**config.mk**
```make
export PLATFORM = sky130hd
export DESIGN_NAME = cache_arbiter
export DESIGN_NICKNAME = d
export VERILOG_FILES = /design/src/rtl/cache_arbiter.sv
export SDC_FILE = /design/constraint.sdc
export NUM_CORES = 1
export LEC_CHECK = 0
export ABC_AREA = 1
export CAP_MARGIN = 15
export CORE_MARGIN = 5
export CORE_UTILIZATION = 30
export CTS_BUF_LIST = sky130_fd_sc_hd__clkbuf_16
export DETAILED_ROUTE_END_ITERATION = 8
export GPL_ROUTABILITY_DRIVEN = 0
export MAX_ROUTING_LAYER = met4
export PLACE_DENSITY = 0.77
export SYNTH_ARGS = -nofsm -noshare
export SYNTH_HDL_FRONTEND = slang
export SYNTH_SLANG_ARGS = --single-unit
```
**constraint.sdc**
```tcl
create_clock -name CLK -period 1.68 [get_ports CLK]
set_input_delay 0.336 -clock CLK [delete_from_list [all_inputs] [get_ports CLK]]
set_output_delay 0.336 -clock CLK [all_outputs]
set_load 0.1 [all_outputs]
```
**src/rtl/cache_arbiter.sv**
```systemverilog
// ---------------------------------------------------------------------------
// cache_arbiter
//
// Shares a single Cache front-end port (addr/we/d/re/q/stall) among
// NUM_PORTS requesters. Each requester raises req_valid and holds it until
// it sees its one-cycle req_ack pulse. Exactly one access is outstanding at
// a time: the winning port's address, data and direction are latched at
// grant, driven to the Cache until it accepts them, and the arbiter then
// waits for the completion cycle before acknowledging.
//
// Flush requests are plain writes to the Cache's flush address and need no
// special handling here.
//
// Arbitration:
//   default                          round-robin, starting after last_grant
//   CACHE_ARBITER_FIXED_PRIORITY_EN  lowest-index eligible port wins
//
// Ports:
//   CLK, RST            clock; asynchronous active-low reset
//   req_valid[p]        request from port p, held until req_ack[p]
//   req_we[p]           1 = write, 0 = read
//   req_addr/req_d      packed per-port address / write data
//   req_ack             one-hot completion pulse
//   req_q               read data, valid in the ack cycle
//   grant_id            port currently or most recently served
//   busy                FSM is not IDLE
//   cache_addr/we/d/re  request to the Cache
//   cache_q/cache_stall response from the Cache
// ---------------------------------------------------------------------------
module cache_arbiter #(
    parameter int NUM_PORTS = 4,
    parameter int W_D       = 32,
    parameter int W_A       = 27,
    parameter int W_ID      = 2
) (
    input  logic                     CLK,
    input  logic                     RST,
    input  logic [NUM_PORTS-1:0]     req_valid,
    input  logic [NUM_PORTS-1:0]     req_we,
    input  logic [NUM_PORTS*W_A-1:0] req_addr,
    input  logic [NUM_PORTS*W_D-1:0] req_d,
    output logic [NUM_PORTS-1:0]     req_ack,
    output logic [W_D-1:0]           req_q,
    output logic [W_ID-1:0]          grant_id,
    output logic                     busy,
    output logic [W_A-1:0]           cache_addr,
    output logic                     cache_we,
    output logic [W_D-1:0]           cache_d,
    output logic                     cache_re,
    input  logic [W_D-1:0]           cache_q,
    input  logic                     cache_stall
);

    typedef enum logic [1:0] {
        IDLE  = 2'd0,
        ISSUE = 2'd1,
        WAIT  = 2'd2
    } state_t;

    state_t state;
    state_t state_next;

    logic [W_ID-1:0]      last_grant;
    logic [W_A-1:0]       addr_lat;
    logic [W_D-1:0]       d_lat;
    logic                 we_lat;

    logic [NUM_PORTS-1:0] eligible;
    logic                 sel_found;
    logic [W_ID-1:0]      sel_id;
    logic [W_A-1:0]       sel_addr;
    logic [W_D-1:0]       sel_d;
    logic                 sel_we;
    logic [NUM_PORTS-1:0] ack_onehot;
    logic                 done;

    // Lowest-index set bit of elig (0 when none is set).
    function automatic logic [W_ID-1:0] pick_lowest(input logic [NUM_PORTS-1:0] elig);
        logic [W_ID-1:0] id;
        id = '0;
        for (int i = NUM_PORTS - 1; i >= 0; i--) begin
            if (elig[i]) begin
                id = W_ID'(i);
            end
        end
        return id;
    endfunction

    // Round-robin search starting at last+1 with wrap-around: the lowest
    // eligible index above last wins, otherwise the lowest eligible overall.
    function automatic logic [W_ID-1:0] pick_round_robin(input logic [NUM_PORTS-1:0] elig,
                                                         input logic [W_ID-1:0]      last);
        logic [W_ID-1:0] hi;
        logic            hi_found;
        hi       = '0;
        hi_found = 1'b0;
        for (int i = NUM_PORTS - 1; i >= 0; i--) begin
            if (elig[i] && (W_ID'(i) > last)) begin
                hi       = W_ID'(i);
                hi_found = 1'b1;
            end
        end
        return hi_found ? hi : pick_lowest(elig);
    endfunction

    // Arbitration and selection of the winning port's request fields.
    always_comb begin
        // A port still seeing its ack this cycle must not be granted again
        // on the strength of a req_valid it has not had a chance to drop.
        eligible  = req_valid & ~req_ack;
        sel_found = |eligible;
`ifdef CACHE_ARBITER_FIXED_PRIORITY_EN
        sel_id    = pick_lowest(eligible);
`else
        sel_id    = pick_round_robin(eligible, last_grant);
`endif
        sel_addr  = '0;
        sel_d     = '0;
        sel_we    = 1'b0;
        for (int i = 0; i < NUM_PORTS; i++) begin
            if (W_ID'(i) == sel_id) begin
                sel_addr = req_addr[i*W_A +: W_A];
                sel_d    = req_d[i*W_D +: W_D];
                sel_we   = req_we[i];
            end
        end
        ack_onehot = '0;
        for (int i = 0; i < NUM_PORTS; i++) begin
            ack_onehot[i] = (W_ID'(i) == grant_id);
        end
    end

    // Next state and Cache-side strobes.
    always_comb begin
        state_next = state;
        cache_re   = 1'b0;
        cache_we   = 1'b0;
        done       = 1'b0;
        case (state)
            IDLE: begin
                if (sel_found) begin
                    state_next = ISSUE;
                end
            end
            ISSUE: begin
                // Held while stalled: covers Cache init, refill and flush.
                cache_we = we_lat;
                cache_re = ~we_lat;
                if (!cache_stall) begin
                    state_next = WAIT;
                end
            end
            WAIT: begin
                // First unstalled cycle after acceptance is the completion.
                if (!cache_stall) begin
                    done       = 1'b1;
                    state_next = IDLE;
                end
            end
            default: begin
                state_next = IDLE;
            end
        endcase
    end

    assign cache_addr = addr_lat;
    assign cache_d    = d_lat;
    assign busy       = (state != IDLE);

    always_ff @(posedge CLK or negedge RST) begin
        if (!RST) begin
            state      <= IDLE;
            req_ack    <= '0;
            req_q      <= '0;
            grant_id   <= '0;
            last_grant <= W_ID'(NUM_PORTS - 1);
            addr_lat   <= '0;
            d_lat      <= '0;
            we_lat     <= 1'b0;
        end else begin
            state   <= state_next;
            req_ack <= '0;
            if ((state == IDLE) && sel_found) begin
                grant_id   <= sel_id;
                last_grant <= sel_id;
                addr_lat   <= sel_addr;
                d_lat      <= sel_d;
                we_lat     <= sel_we;
            end
            if (done) begin
                if (!we_lat) begin
                    req_q <= cache_q;
                end
                req_ack <= ack_onehot;
            end
        end
    end

endmodule

```
==> results of run 1 <==
## power groups by stage
stage          combinational (mW)  sequential (mW)  clock [mW]
2_1_floorplan                5.83             12.2           0
3_5_place_dp                 21.5             4.99           0
3_3_place_gp                 21.3             4.93           0
6_report                     23.7             4.96        2.20
5_1_grt                      24.9             5.11        2.37
4_1_cts                      23.0             4.96        2.27
## sequential cells by signal, indices dropped and copies added, names as in the netlist
| name | cells |
|---|---|
| grant_id | 2 |
| last_grant | 2 |
| cache_d | 32 |
| req_q | 32 |
| we_lat | 1 |
| cache_addr | 27 |
| state | 2 |
| req_ack | 4 |
## cells by family after synthesis
group,after synthesis,share of synthesized area (%)
muxes,32,5.73
DFF,102,40.6
AOI/OAI and AO/OA,68,5.41
and+or+nand+nor,523,35.4
buffers and inverters,195,12.8
## through the flow
step | TNS [ns] | utilization [%]
after global placement | -27.88 | 55.8
after detailed placement | -32.90 | 55.8
final | -11.91 | 61.1
after CTS | -10.53 | 59.5
after floorplan | -8.98 | -
after global routing | -19.51 | 61.1
## what timing repair did
item                                    4_1_cts  5_1_grt
hold buffers                                  1        0
pin swaps                                     9        6
endpoints found under the setup margin       64       67
resized for setup                            45       70
gates cloned                                  8        4
buffers inserted                             10        3
hold endpoints to repair                      4        0
## placed cells by master (no fill, tap or decap), types with 5 or more instances in the layout
| master | instances |
|---|---|
| buf_12 | 119 |
| buf_16 | 10 |
| buf_4 | 23 |
| clkbuf_16 | 13 |
| clkdlybuf4s50_1 | 275 |
| dfrtp_1 | 96 |
| inv_1 | 127 |
| inv_2 | 6 |
| mux2_2 | 32 |
| nand2_1 | 306 |
| nand2_4 | 5 |
| nand3_1 | 174 |
| nand3_2 | 9 |
| nor2_4 | 9 |
| o21ai_0 | 11 |
| o21ai_1 | 29 |
| o21ai_2 | 25 |
## final timing paths
path | from | end | slack (ns) | cells after the start
worst max-delay path | last_grant[1] | cache_addr[0] | -0.28 | 12
worst min-delay path | RST | req_q[18] | 0.34 | 2
worst max register to register | last_grant[1] | cache_addr[0] | -0.28 | 12
worst min register to register | cache_d[14] | cache_d[14] | 0.54 | 2
max in group asynchronous | RST | state[1] | 0.77 | 3
min in group CLK | cache_d[14] | cache_d[14] | 0.54 | 2
## cell type report
type / count / area, sq um / area share, %
Multi-Input combinational cell: 623 / 3230 / 25.4
Tap cell: 275 / 344 / 2.70
Clock buffer: 9 / 225 / 1.77
Clock inverter: 7 / 81.3 / 0.639
Sequential cell: 102 / 2570 / 20.2
Timing Repair Buffer: 437 / 5760 / 45.2
Inverter: 135 / 517 / 4.06
## critical path: cells and delay by family (launching register included)
family,cells,cell delay (ns)
simple gates,7,0.65
buf+inv,4,0.51
flops,1,0.58
compound gates,1,0.12
## routing by layer
metal	GRT usage [%]	wire length, um	up-vias
met2	40.3	14300	391
li1	-	-	3665
met5	-	0	-
met4	10.7	1330	0
met1	27.4	11300	3539
met3	4.90	2290	77
==> metrics.yaml, run 1 <==
run_status:
  outcome: "finished with violations"
  violations: "setup timing"
sta:
  fin_skew_ns: 0.0201
  slew_headroom_pct: 76.7
  worst_slew_pin_slew_ns: 0.350
  fin_crit_ns: 1.96
  finalWorstSetupSlack_ns: -0.278
  fmax_mhz: 511
  whs_ns: 0.339
  hold_viol: 0
  rsz0062_at_grt: "yes"
  slew_violations: 0
  setup_viol: 64
  post-route-period-util_pct: 117
placed_design:
  hpwl_mm: 20.3
  postPlaceCellArea_sq_mm: 0.0116
  placed_cells: 1546
  place_ws_ns: -0.555
  port_buffers: 378
job:
  drv_cap: 0
logic_synthesis:
  synth_most_common_cell: "nand2_1"
  ys_ff_latch: 102
  synthArstFlopShare_pct: 100
  ys_types: 23
  yosysSeqAreaShare_pct: 40.6
  syn_area_per_cell_sq_um: 6.83
  synth_edf_count: 0
  ys.flop_type: "dfrtp_1"
  synth_area_leader_cell: "dfrtp_1"
  yosysWarnings: 0
  synth_commonest_cells: "nand2_1, nand3_1, inv_1"
  synth_nets: 1199
  postSynthCellCount: 920
  synth_top_area_share_pct: 39.8
  synthTopCellsByArea: "dfrtp_1, nand2_1, nand3_1"
  netlist_area_sq_mm: 0.00629
power:
  power_density_mw_per_mm2: 2420
  pwr-share-comb_pct: 76.8
  totalPowerFinal_mw: 30.8
  max-vdd-ir-drop_mv: 1.18
  p_seq_share_pct: 16.1
  p_sw_share_pct: 55.8
  power_switching_mw: 17.2
  power_leakage_nw: 6.17
  p_int_mw: 13.6
  power_frac_clock_pct: 7.1
drt:
  dr_total_vias: 7672
  drtPass1Iterations: 5
  viasPerCell: 4.83
  drt-total-wl_mm: 29.3
  drcViolationCount: 0
  wl_per_cell_um: 18.5
  antenna_left: 0
  drt_iter0_markers: 474
global_route:
  grt.total_usage_pct: 23.8
  grt_max_degree: 60
  grt_overflow: 0
  grt_pass1_vias: 7903
  antenna_found_initial: 0
  grt_pass1_wl_mm: 43.1
layout:
  area_delta_synth_final_pct: 102
  fin_area_sq_mm: 0.0127
  layout-drive-gt1-share_pct: 21.6
  fillers: 1756
  fin_nets: 1587
  n_antenna_cell: 0
  finalNonFillerCells: 1588
worst_hold_path:
  hold_class: "in2async"
setup_path:
  path_max_fanout: 29
  crit_path_cell_trace: "buf_4, nor2_4, nor2_4, nand2_2, nand2_4, buf_12, inv_8, buf_12, o21ai_1, nand3_1, nand2_1, nand2_1"
  path_class: "reg2reg"
  cp-start-kind: "flop"
  slowest_delay_ns: 0.58
  arrival_ns: 2.22
  cp.required_ns: 1.94
  crit_slowest_cell: "dfstp_2"
  endpoint_kind: "flop"
clock_network:
  htreeDepth: 3
  clockBufferDepth: 2
  clock_sinks: 102
  cts_tree: "built"
  cts-root-buf: "clkbuf_16"
  clk_pin_slew_ns: 0.09
  cts_buffers: 9
  clkLatencyLatePin_ns: 0.36
die:
  io_pins: 379
  core.rowCount: 53
  dieArea_sq_mm: 0.0240
  die_x_um: 155
  core-area_sq_mm: 0.0208
  start_util_pct: 30.2
  die_y_um: 155
Note: power is estimated with default switching activity, not from simulation.
==> run 2, diff against run 1 <==
--- a/config.mk
+++ b/config.mk
@@ -7,13 +7,14 @@
 export LEC_CHECK = 0
 export ABC_AREA = 1
 export CAP_MARGIN = 15
+export CORE_ASPECT_RATIO = 1.75
 export CORE_MARGIN = 5
 export CORE_UTILIZATION = 30
-export CTS_BUF_LIST = sky130_fd_sc_hd__clkbuf_16
 export DETAILED_ROUTE_END_ITERATION = 8
 export GPL_ROUTABILITY_DRIVEN = 0
 export MAX_ROUTING_LAYER = met4
 export PLACE_DENSITY = 0.77
+export SETUP_SLACK_MARGIN = 0.15
 export SYNTH_ARGS = -nofsm -noshare
 export SYNTH_HDL_FRONTEND = slang
 export SYNTH_SLANG_ARGS = --single-unit
==> metrics.yaml, run 2 (same netlist as run 1, synthesis figures left out) <==
setup_path:
  startpoint: "req_ack[3]"
  arrival_ns: 2.26
  crit_path_cell_trace: "inv_2, nand2_2, nor2_2, nor2_4, nand2_2, nand2_4, nor2_4, buf_12, buf_12, buf_16, nand2_1, nand2_1, inv_1, nand2_1, nand2_1"
  path_max_fanout: 8
  crit_path_frequent_cell: "nand2_1"
  r2r-start: "req_ack[3]"
  r2r_slack_ns: -0.33
  slowest_delay_ns: 0.51
  path_class: "reg2reg"
  r2r_cells: 15
  cp.required_ns: 1.94
  reg2reg_to: "cache_addr[2]"
  crit_end: "cache_addr[2]"
  endpoint_kind: "flop"
  crit_slowest_cell: "dfrtp_4"
  cp-start-kind: "flop"
drt:
  wl_per_cell_um: 18.3
  top_layer: "met4"
  drtPass1Iterations: 7
  drt-total-wl_mm: 28.8
  wl_met2_mm: 15.6
  drcViolationCount: 0
  route.met3.wl_mm: 1.66
  met1_length_mm: 10.3
  antenna_left: 0
  dr_total_vias: 7606
  viasPerCell: 4.83
  drt_iter0_markers: 457
sta:
  fmax_mhz: 498
  worst_slew_pin_slew_ns: 0.394
  fin_crit_ns: 2.01
  slew_violations: 0
  hold_viol: 0
  fin_skew_ns: 0.00713
  whs_ns: 0.468
  post-route-period-util_pct: 120
  slew_headroom_pct: 73.7
  finalWorstSetupSlack_ns: -0.329
  setup_viol: 60
  fin_setup_tns_ns: -16.51
  rsz0062_at_grt: "yes"
clock_network:
  cts_tree: "built"
  clock_sinks: 102
  clkLatencyLatePin_ns: 0.36
  clk_pin_slew_ns: 0.08
  cts-root-buf: "clkbuf_16"
  htreeDepth: 3
  cts_buffers: 9
  clockBufferDepth: 2
die:
  core-area_sq_mm: 0.0208
  die_y_um: 202
  die_x_um: 119
  start_util_pct: 30.3
  dieArea_sq_mm: 0.0241
  core.rowCount: 70
  io_pins: 379
layout:
  area_delta_synth_final_pct: 100
  fin_nets: 1595
  mostFrequentLayoutCells: "clkdlybuf4s50_1, nand2_1, nand3_1, inv_1, buf_12"
  finalNonFillerCells: 1575
  fin_area_sq_mm: 0.0126
  layout-drive-gt1-share_pct: 22.8
  layout_commonest_cell: "clkdlybuf4s50_1"
  finish.utilization_pct: 60.7
global_route:
  grt.total_usage_pct: 23.3
  grt_overflow: 0
  antenna_found_initial: 2
  grt_pass1_wl_mm: 42.1
  grt_pass1_vias: 7537
  grt_max_degree: 49
run_status:
  outcome: "finished with violations"
  violations: "setup timing"
placed_design:
  postPlaceCellArea_sq_mm: 0.0117
  placed_cells: 1534
  place_ws_ns: -0.697
  port_buffers: 378
  hpwl_mm: 21.3
worst_hold_path:
  hold_class: "in2async"
power:
  power_density_mw_per_mm2: 2410
  power_leakage_nw: 6.13
  totalPowerFinal_mw: 30.3
  max-vdd-ir-drop_mv: 1.53
job:
  drv_cap: 0
## run 2: cell types whose count changed in the layout (fill, tap and decap cells not counted), sizes merged
cell,change
clkbuf,-1
clkinvlp,+1
dlygate4sd2,+1
buf,+9
inv,-1
clkdlybuf4s50,+1
diode,+2
dlymetal6s2s,-2
## run 2: worst min-delay path by stage
stage,from,to,slack [ns],cells past startpoint
floorplan,RST,cache_addr[0],0.04,0
global placement,RST,req_q[16],0.30,1
detailed placement,RST,req_q[16],0.29,1
CTS,RST,state[1],0.47,2
global route,RST,req_q[28],0.49,2
finish,RST,req_q[11],0.47,2
## run 2: critical path, delay by kind of cell (launching register included)
family	cells	cell delay, ns
flops	1	0.51
simple gates	10	0.93
buf+inv	5	0.46
## run 2: report_power, final
group	switching (mW)	total (mW)	leakage [nW]	internal, mW
logic	14.6	23.2	4.74	8.65
clock network	1.09	2.14	0.142	1.05
registers	1.30	4.99	1.25	3.69
total	17.0	30.3	6.13	13.4
## run 2: repair_timing
| action | 4_1_cts | 5_1_grt |
|---|---|---|
| gates resized for setup | 44 | 56 |
| endpoints found under the hold margin | 20 | 0 |
| gates cloned | 4 | 3 |
| pin swaps | 22 | 17 |
| hold buffers | 1 | 0 |
| setup endpoints to repair | 68 | 70 |
| setup buffers | 13 | 3 |
## run 2: per-layer routing
metal	vias up	GRT usage, %
li1	3680	-
met1	3566	24.5
met2	297	42.1
met3	63	4.22
met4	0	9.91
met5	-	-
## run 2: final cells by class
type | count | area [sq um]
Fill cell | 1756 | 8170
Timing Repair Buffer | 445 | 5660
Multi-Input combinational cell | 623 | 3230
Sequential cell | 102 | 2570
Inverter | 135 | 517
Tap cell | 252 | 315
Clock buffer | 9 | 225
Clock inverter | 7 | 66.3
Antenna cell | 2 | 5.00
